===== config.mk =====
export PLATFORM = sky130hd
export DESIGN_NAME = mmio_uart_ctrl
export DESIGN_NICKNAME = d
export VERILOG_FILES = /design/src/rtl/mmio_uart_ctrl_pkg.sv /design/src/rtl/sync_fifo.sv /design/src/rtl/mmio_uart_ctrl.sv
export SDC_FILE = /design/constraint.sdc
export NUM_CORES = 1
export LEC_CHECK = 0
export ABC_AREA = 1
export BUFFER_PORTS_ARGS = -buffer_cell sky130_fd_sc_hd__buf_2
export CAP_MARGIN = 20
export CORE_ASPECT_RATIO = 1.25
export CORE_MARGIN = 2
export CORE_UTILIZATION = 54
export CTS_CLUSTER_SIZE = 14
export DETAILED_ROUTE_END_ITERATION = 16
export HOLD_SLACK_MARGIN = 0.02
export PLACE_DENSITY = 0.77
export SLEW_MARGIN = 15
export SYNTH_ARGS = -nofsm -noshare
export SYNTH_HDL_FRONTEND = slang
export SYNTH_SLANG_ARGS = --single-unit

===== constraint.sdc =====
create_clock -name clk -period 4.62 [get_ports clk]
set_clock_uncertainty 0.2 [all_clocks]
set_input_delay 1.386 -clock clk [delete_from_list [all_inputs] [get_ports clk]]
set_output_delay 1.386 -clock clk [all_outputs]
set_load 0.01 [all_outputs]

===== src/rtl/mmio_uart_ctrl_pkg.sv =====
// Register offsets and status-word bit positions for the MMIO/UART window.
// Offsets are added to the instance's base address; status fields are indexed by bit position.
package mmio_uart_ctrl_pkg;

    localparam logic [31:0] MMIO_STATUS     = 32'h00;
    localparam logic [31:0] MMIO_RX_DATA    = 32'h04;
    localparam logic [31:0] MMIO_TX_DATA    = 32'h08;
    localparam logic [31:0] MMIO_CYCLE_CNT  = 32'h10;
    localparam logic [31:0] MMIO_INST_CNT   = 32'h14;
    localparam logic [31:0] MMIO_CNT_RST    = 32'h18;
    localparam logic [31:0] MMIO_IRQ_EN_REG = 32'h1C;

    localparam int ST_TX_NOT_FULL  = 0;
    localparam int ST_RX_NOT_EMPTY = 1;
    localparam int ST_TX_OVF       = 2;
    localparam int ST_RX_UDF       = 3;
    localparam int ST_RX_OCC_LSB   = 8;
    localparam int ST_TX_OCC_LSB   = 16;

endpackage


===== src/rtl/sync_fifo.sv =====
// Single-clock FIFO with combinational head output and occupancy count.
// Zero-latency read of head; push accepted when not full or when a pop happens on the same edge.
module sync_fifo #(
    parameter int WIDTH = 8,
    parameter int DEPTH = 8
) (
    input  logic                     clk,
    input  logic                     rst,
    input  logic                     push,
    input  logic [WIDTH-1:0]         din,
    input  logic                     pop,
    output logic [WIDTH-1:0]         dout,
    output logic                     full,
    output logic                     empty,
    output logic [$clog2(DEPTH):0]   count
);

    localparam int AW = $clog2(DEPTH);

    logic [WIDTH-1:0] mem [DEPTH];
    logic [AW-1:0]    wr_ptr;
    logic [AW-1:0]    rd_ptr;
    logic [AW:0]      cnt;
    logic             do_push;
    logic             do_pop;

    assign empty   = (cnt == '0);
    assign full    = (cnt == (AW+1)'(DEPTH));
    assign count   = cnt;
    assign dout    = mem[rd_ptr];
    assign do_pop  = pop & ~empty;
    assign do_push = push & (~full | do_pop);

    // Pointers wrap naturally because DEPTH is a power of two.
    always_ff @(posedge clk or posedge rst) begin
        if (rst) begin
            wr_ptr <= '0;
            rd_ptr <= '0;
            cnt    <= '0;
        end else begin
            if (do_push) wr_ptr <= wr_ptr + AW'(1);
            if (do_pop)  rd_ptr <= rd_ptr + AW'(1);
            if (do_push && !do_pop)
                cnt <= cnt + (AW+1)'(1);
            else if (!do_push && do_pop)
                cnt <= cnt - (AW+1)'(1);
        end
    end

    always_ff @(posedge clk) begin
        if (do_push) mem[wr_ptr] <= din;
    end

endmodule


===== src/rtl/mmio_uart_ctrl.sv =====
// MMIO controller: UART RX/TX FIFOs, cycle/instruction counters; loads return one cycle after re.
// Optional MMIO_UART_IRQ_EN adds the 0x1C irq-enable register and a registered irq output.
module mmio_uart_ctrl
    import mmio_uart_ctrl_pkg::*;
#(
    parameter logic [31:0] MMIO_BASE     = 32'h8000_0000,
    parameter int          RX_FIFO_DEPTH = 8,
    parameter int          TX_FIFO_DEPTH = 8,
    parameter int          CNT_WIDTH     = 32
) (
    input  logic        clk,
    input  logic        rst,
    input  logic [31:0] addr,
    input  logic [31:0] wdata,
    input  logic [3:0]  wbe,
    input  logic        re,
    output logic [31:0] rdata,
    input  logic        inst_retire,
    input  logic [7:0]  rx_data,
    input  logic        rx_valid,
    output logic        rx_ready,
    output logic [7:0]  tx_data,
    output logic        tx_valid,
    input  logic        tx_ready,
    output logic        irq
);

    localparam int RX_CW = $clog2(RX_FIFO_DEPTH) + 1;
    localparam int TX_CW = $clog2(TX_FIFO_DEPTH) + 1;

    logic [31:0]          off;
    logic                 store;
    logic                 st_rd, rx_rd, tx_wr, cnt_clr;
    logic                 rx_full, rx_empty, tx_full, tx_empty;
    logic [RX_CW-1:0]     rx_cnt;
    logic [TX_CW-1:0]     tx_cnt;
    logic [7:0]           rx_head;
    logic                 tx_pop;
    logic                 tx_ovf, rx_udf;
    logic [CNT_WIDTH-1:0] cyc_cnt, inst_cnt;
    logic [31:0]          status_word, cyc_ext, inst_ext, rd_mux;
    logic                 unused_wdata;

    // Modular subtraction is a bijection, so off==K is exactly addr==MMIO_BASE+K.
    assign off      = addr - MMIO_BASE;
    assign store    = (|wbe) & ~re;
    assign st_rd    = re & (off == MMIO_STATUS);
    assign rx_rd    = re & (off == MMIO_RX_DATA);
    assign tx_wr    = store & (off == MMIO_TX_DATA);
    assign cnt_clr  = store & (off == MMIO_CNT_RST);
    assign rx_ready = ~rx_full;
    assign tx_valid = ~tx_empty;
    assign tx_pop   = tx_valid & tx_ready;
    assign unused_wdata = ^wdata[31:8];

    sync_fifo #(.WIDTH(8), .DEPTH(RX_FIFO_DEPTH)) u_rx_fifo (
        .clk   (clk),
        .rst   (rst),
        .push  (rx_valid & rx_ready),
        .din   (rx_data),
        .pop   (rx_rd),
        .dout  (rx_head),
        .full  (rx_full),
        .empty (rx_empty),
        .count (rx_cnt)
    );

    sync_fifo #(.WIDTH(8), .DEPTH(TX_FIFO_DEPTH)) u_tx_fifo (
        .clk   (clk),
        .rst   (rst),
        .push  (tx_wr),
        .din   (wdata[7:0]),
        .pop   (tx_pop),
        .dout  (tx_data),
        .full  (tx_full),
        .empty (tx_empty),
        .count (tx_cnt)
    );

    // A status read reports the flags and clears them on the same edge.
    always_ff @(posedge clk or posedge rst) begin
        if (rst) begin
            tx_ovf <= 1'b0;
            rx_udf <= 1'b0;
        end else begin
            tx_ovf <= (tx_ovf & ~st_rd) | (tx_wr & tx_full & ~tx_pop);
            rx_udf <= (rx_udf & ~st_rd) | (rx_rd & rx_empty);
        end
    end

    always_ff @(posedge clk or posedge rst) begin
        if (rst) begin
            cyc_cnt  <= '0;
            inst_cnt <= '0;
        end else if (cnt_clr) begin
            cyc_cnt  <= '0;
            inst_cnt <= '0;
        end else begin
            cyc_cnt  <= cyc_cnt + CNT_WIDTH'(1);
            inst_cnt <= inst_cnt + CNT_WIDTH'(inst_retire);
        end
    end

`ifdef MMIO_UART_IRQ_EN
    logic [1:0] irq_en;

    always_ff @(posedge clk or posedge rst) begin
        if (rst) begin
            irq_en <= 2'b00;
            irq    <= 1'b0;
        end else begin
            if (store && off == MMIO_IRQ_EN_REG) irq_en <= wdata[1:0];
            irq <= (irq_en[0] & ~rx_empty) | (irq_en[1] & tx_empty);
        end
    end
`else
    assign irq = 1'b0;
`endif

    always_comb begin
        status_word = '0;
        status_word[ST_TX_NOT_FULL]  = ~tx_full;
        status_word[ST_RX_NOT_EMPTY] = ~rx_empty;
        status_word[ST_TX_OVF]       = tx_ovf;
        status_word[ST_RX_UDF]       = rx_udf;
        status_word[ST_RX_OCC_LSB +: RX_CW] = rx_cnt;
        status_word[ST_TX_OCC_LSB +: TX_CW] = tx_cnt;
        cyc_ext  = '0;
        cyc_ext[CNT_WIDTH-1:0]  = cyc_cnt;
        inst_ext = '0;
        inst_ext[CNT_WIDTH-1:0] = inst_cnt;
    end

    always_comb begin
        rd_mux = '0;
        case (off)
            MMIO_STATUS:     rd_mux = status_word;
            MMIO_RX_DATA:    rd_mux = rx_empty ? 32'h0 : {24'h0, rx_head};
            MMIO_CYCLE_CNT:  rd_mux = cyc_ext;
            MMIO_INST_CNT:   rd_mux = inst_ext;
`ifdef MMIO_UART_IRQ_EN
            MMIO_IRQ_EN_REG: rd_mux = {30'h0, irq_en};
`else
            MMIO_IRQ_EN_REG: rd_mux = 32'h0;
`endif
            default:         rd_mux = '0;
        endcase
    end

    always_ff @(posedge clk or posedge rst) begin
        if (rst)     rdata <= '0;
        else if (re) rdata <= rd_mux;
    end

endmodule


==> summary.txt <==
Timing
  – Setup TNS: 0 ns
  – Fmax: 0.254 GHz
  – Final Setup Violations: 0
  – Worst rel slew slack: 44.5%
  – Worst slew pin tran: 0.829 ns
  – Period utilization: 85.1%
  – Final Hold Vio Count: 0
  – Max-slew violation count: 0
  – Setup slack after layout: 0.690 ns
  – Final period demand of the worst path: 3.93 ns
  – RSZ-0062 raised after global routing: false
  – Final hold slack: 0.273 ns

Worst setup path
  – Kind of critical path: register to primary output
  – R2R depth: 12
  – Startpoint Class: register
  – Slowest cell on crit path: inv_1
  – CP Capture Type: primary output
  – Reg-to-reg slack, setup: 1.75 ns
  – Worst-path cell chain: inv_1 > buf_4 > o21ai_0 > o22ai_1 > nor2_1 > a31oi_1 > buf_2
  – Max FO, Critical Path: 21
  – Critical path arrival: 2.34 ns
  – Required time of the critical path: 3.03 ns
  – CP peak stage delay: 0.40 ns

Synth
  – Post-synth ARST share: 48.0%
  – Most used DFF post-synth: edfxtp_1
  – Synthesized area: 12100 sq um
  – Post-synthesis register bit count: 246
  – Syn nets: 1439
  – Synth warn: 0
  – Adder-Cell Fraction of Synth Area: 1.68%
  – Post-synth EDFFs: 128
  – Mux share of post-synthesis cell area: 0.187%
  – Post-Synth XOR/XNOR Area: 3.56%
  – Number of distinct library cells after synthesis: 47
  – Largest family of logic cells by synthesized area: simple AND/OR/NAND/NOR gates
  – Cells after Synth: 1342
  – Simple-Gate Fraction of Synth Area: 26.9%
  – Avg Inst Size Synth: 9.00 sq um
  – Seq/Total Area, Yosys: 56.3%
  – Compound-Gate Fraction of Synth Area: 5.73%

Route
  – Via count: 9387
  – Antenna-violating nets left: 0
  – DRT Pass-1 Iters: 6
  – Drt first-iter violations: 658
  – Drt wl/cell: 16.0 microns
  – Final WL: 27.7 mm
  – DRC: 0
  – Vias per std cell: 5.40

Pwr
  – VDD IR max: 389 uV
  – Pwr Total: 5.22 mW
  – Pwr/cell area: 385 nW/um^2
  – Leakage dissipation: 6.07 nW

Finish
  – Most frequent cells in the layout: 330 x nand2_1, 240 x nor2_1, 128 x edfxtp_1, 118 x dfrtp_1, 101 x inv_1
  – Final core utilization: 61.2%
  – Layout cells sized above 1: 14.6%
  – Number of nets in the layout: 1533
  – Antenna Cells: 0
  – Most common cell after layout, fill and taps aside: nand2_1
  – P&R area growth vs syn: 12.3%
  – Fillers: 1854

Flow run
  – Max-cap violations: 0

Place
  – DP Worst Slack: 0.619 ns
  – Port Buf Inserts: 99
  – Final Wtd Congestion: 0.929
  – DP Wirelength: 19.5 mm

Clock tree
  – Post-CTS Hold Buffers: 0
  – Worst skew pair latency: 0.53 ns
  – Setup Buffers After CTS: 0
  – Clock Path Buffers: 3
  – Depth of the CTS H-tree: 1
  – Post-cts repair resize count: 0
  – TritonCTS buffer count: 24
  – CTS clk-pin slew, worst paths: 0.06 ns
  – Root Driver: clkbuf_16
  – CTS tree: yes
  – Clock tree sinks: 246

GRT
  – GR Util All Layers: 24.0%
  – Pin count of the biggest net entering global routing: 119
  – First-pass GRT wire length: 44.4 mm
  – Gr ovfl total: 0
  – Initial antenna violation count: 0
  – Vias in the first global route: 9072

Floorplanning
  – Die span in x: 138 microns
  – DIE AREA: 23600 sq um
  – Die height: 171 microns
  – I/O pin cnt: 125
  – Starting Density: 54.5%
  – FP Rows: 61
  – Core area: 22100 sq um

Hold path
  – WHS Path Cells: 2
  – HP Class: register to register

Outcome
  – Status: complete, no violations
registers in the layout (all words and copies together), names as in the netlist:
register          flops
u_tx_fifo.rd_ptr      3
tx_ovf                1
u_tx_fifo.mem        64
u_rx_fifo.wr_ptr      3
u_tx_fifo.wr_ptr      3
cyc_cnt              32
rdata                32
u_rx_fifo.rd_ptr      3
u_rx_fifo.count       4
u_rx_fifo.mem        64
u_tx_fifo.count       4
inst_cnt             32
rx_udf                1
power by group:
part | leakage (nW) | internal, mW | switching (mW)
Sequential | 2.58 | 2.38 | 0.0819
Clock | 0.380 | 1.14 | 0.813
Combinational | 3.11 | 0.291 | 0.512
cells by family after synthesis:
logic type / after synthesis
and+or+nand+nor: 744
DFF: 246
buffers and inverters: 156
AOI/OAI and AO/OA: 129
xor gates and xnor gates: 49
adders and majority gates: 15
muxes: 2
other: 1
synth_stat cells, types with 9 or more instances:
| master | n | share of area, % |
|---|---|---|
| dfrtp_1 | 118 | 24 |
| a21oi_1 | 19 | 0.79 |
| edfxtp_1 | 128 | 32 |
| buf_2 | 12 | 0.50 |
| o21ai_0 | 69 | 2.9 |
| nand3_1 | 72 | 3.0 |
| o22ai_1 | 17 | 0.88 |
| nand4_1 | 14 | 0.73 |
| nor3_1 | 28 | 1.2 |
| inv_1 | 102 | 3.2 |
| clkbuf_1 | 15 | 0.47 |
| nor2_1 | 240 | 7.5 |
| xnor2_1 | 15 | 1.1 |
| ha_1 | 13 | 1.3 |
| o21ai_1 | 10 | 0.41 |
| xor2_1 | 34 | 2.5 |
| nand2_1 | 330 | 10 |
| a31oi_1 | 9 | 0.47 |
| inv_2 | 9 | 0.28 |
| nand2_2 | 17 | 0.88 |
worst max-delay path, delay by kind of cell (launching register included):
family,cells,cell delay [ns]
buffers and inverters,3,0.86
DFF,1,0.38
AOI/OAI and AO/OA,3,0.50
and+or+nand+nor,1,0.08
per-stage QoR:
step | std cells | instance area, sq um
after global placement | 1693 | 12800
after detailed placement | 1693 | 12800
after CTS | 1737 | 13600
final | 1737 | 13600
after floorplan | 1342 | 12100
after global routing | 1737 | 13600
layer usage:
layer / vias up / routed length (microns) / share of wire, % / track usage, %
met5: - / 0 / 0 / 0
met4: 0 / 703 / 2.5 / 7.99
met3: 54 / 1760 / 6.3 / 3.20
met2: 315 / 14000 / 50 / 42.0
met1: 4448 / 11300 / 41 / 30.7
li1: 4570 / - / - / -
final timing paths:
| check | to | from |
|---|---|---|
| setup / recovery | tx_data[1] | u_tx_fifo.rd_ptr[0]$_DFFE_PP0N_ |
| hold / removal | rdata[29]$_DFFE_PP0P_ | rdata[29]$_DFFE_PP0P_ |
| setup reg to reg | u_rx_fifo.count[3]$_DFFE_PP0P_ | u_rx_fifo.count[1]$_DFFE_PP0P_ |
| hold reg to reg | rdata[29]$_DFFE_PP0P_ | rdata[29]$_DFFE_PP0P_ |
| max in group asynchronous | u_tx_fifo.wr_ptr[1]$_DFFE_PP0P_ | rst |
| min in group asynchronous | rdata[25]$_DFFE_PP0P_ | rst |
area by class of cell:
class,count,area [sq um],share of cell area [%]
clock buffer,30,633,4.67
clock inverter,14,156,1.15
inverter,118,459,3.39
multi-input combinational,940,4590,33.9
sequential,246,6800,50.1
tap,283,354,2.61
timing repair buffer,106,561,4.14
Power figures use the tool's default switching activity.
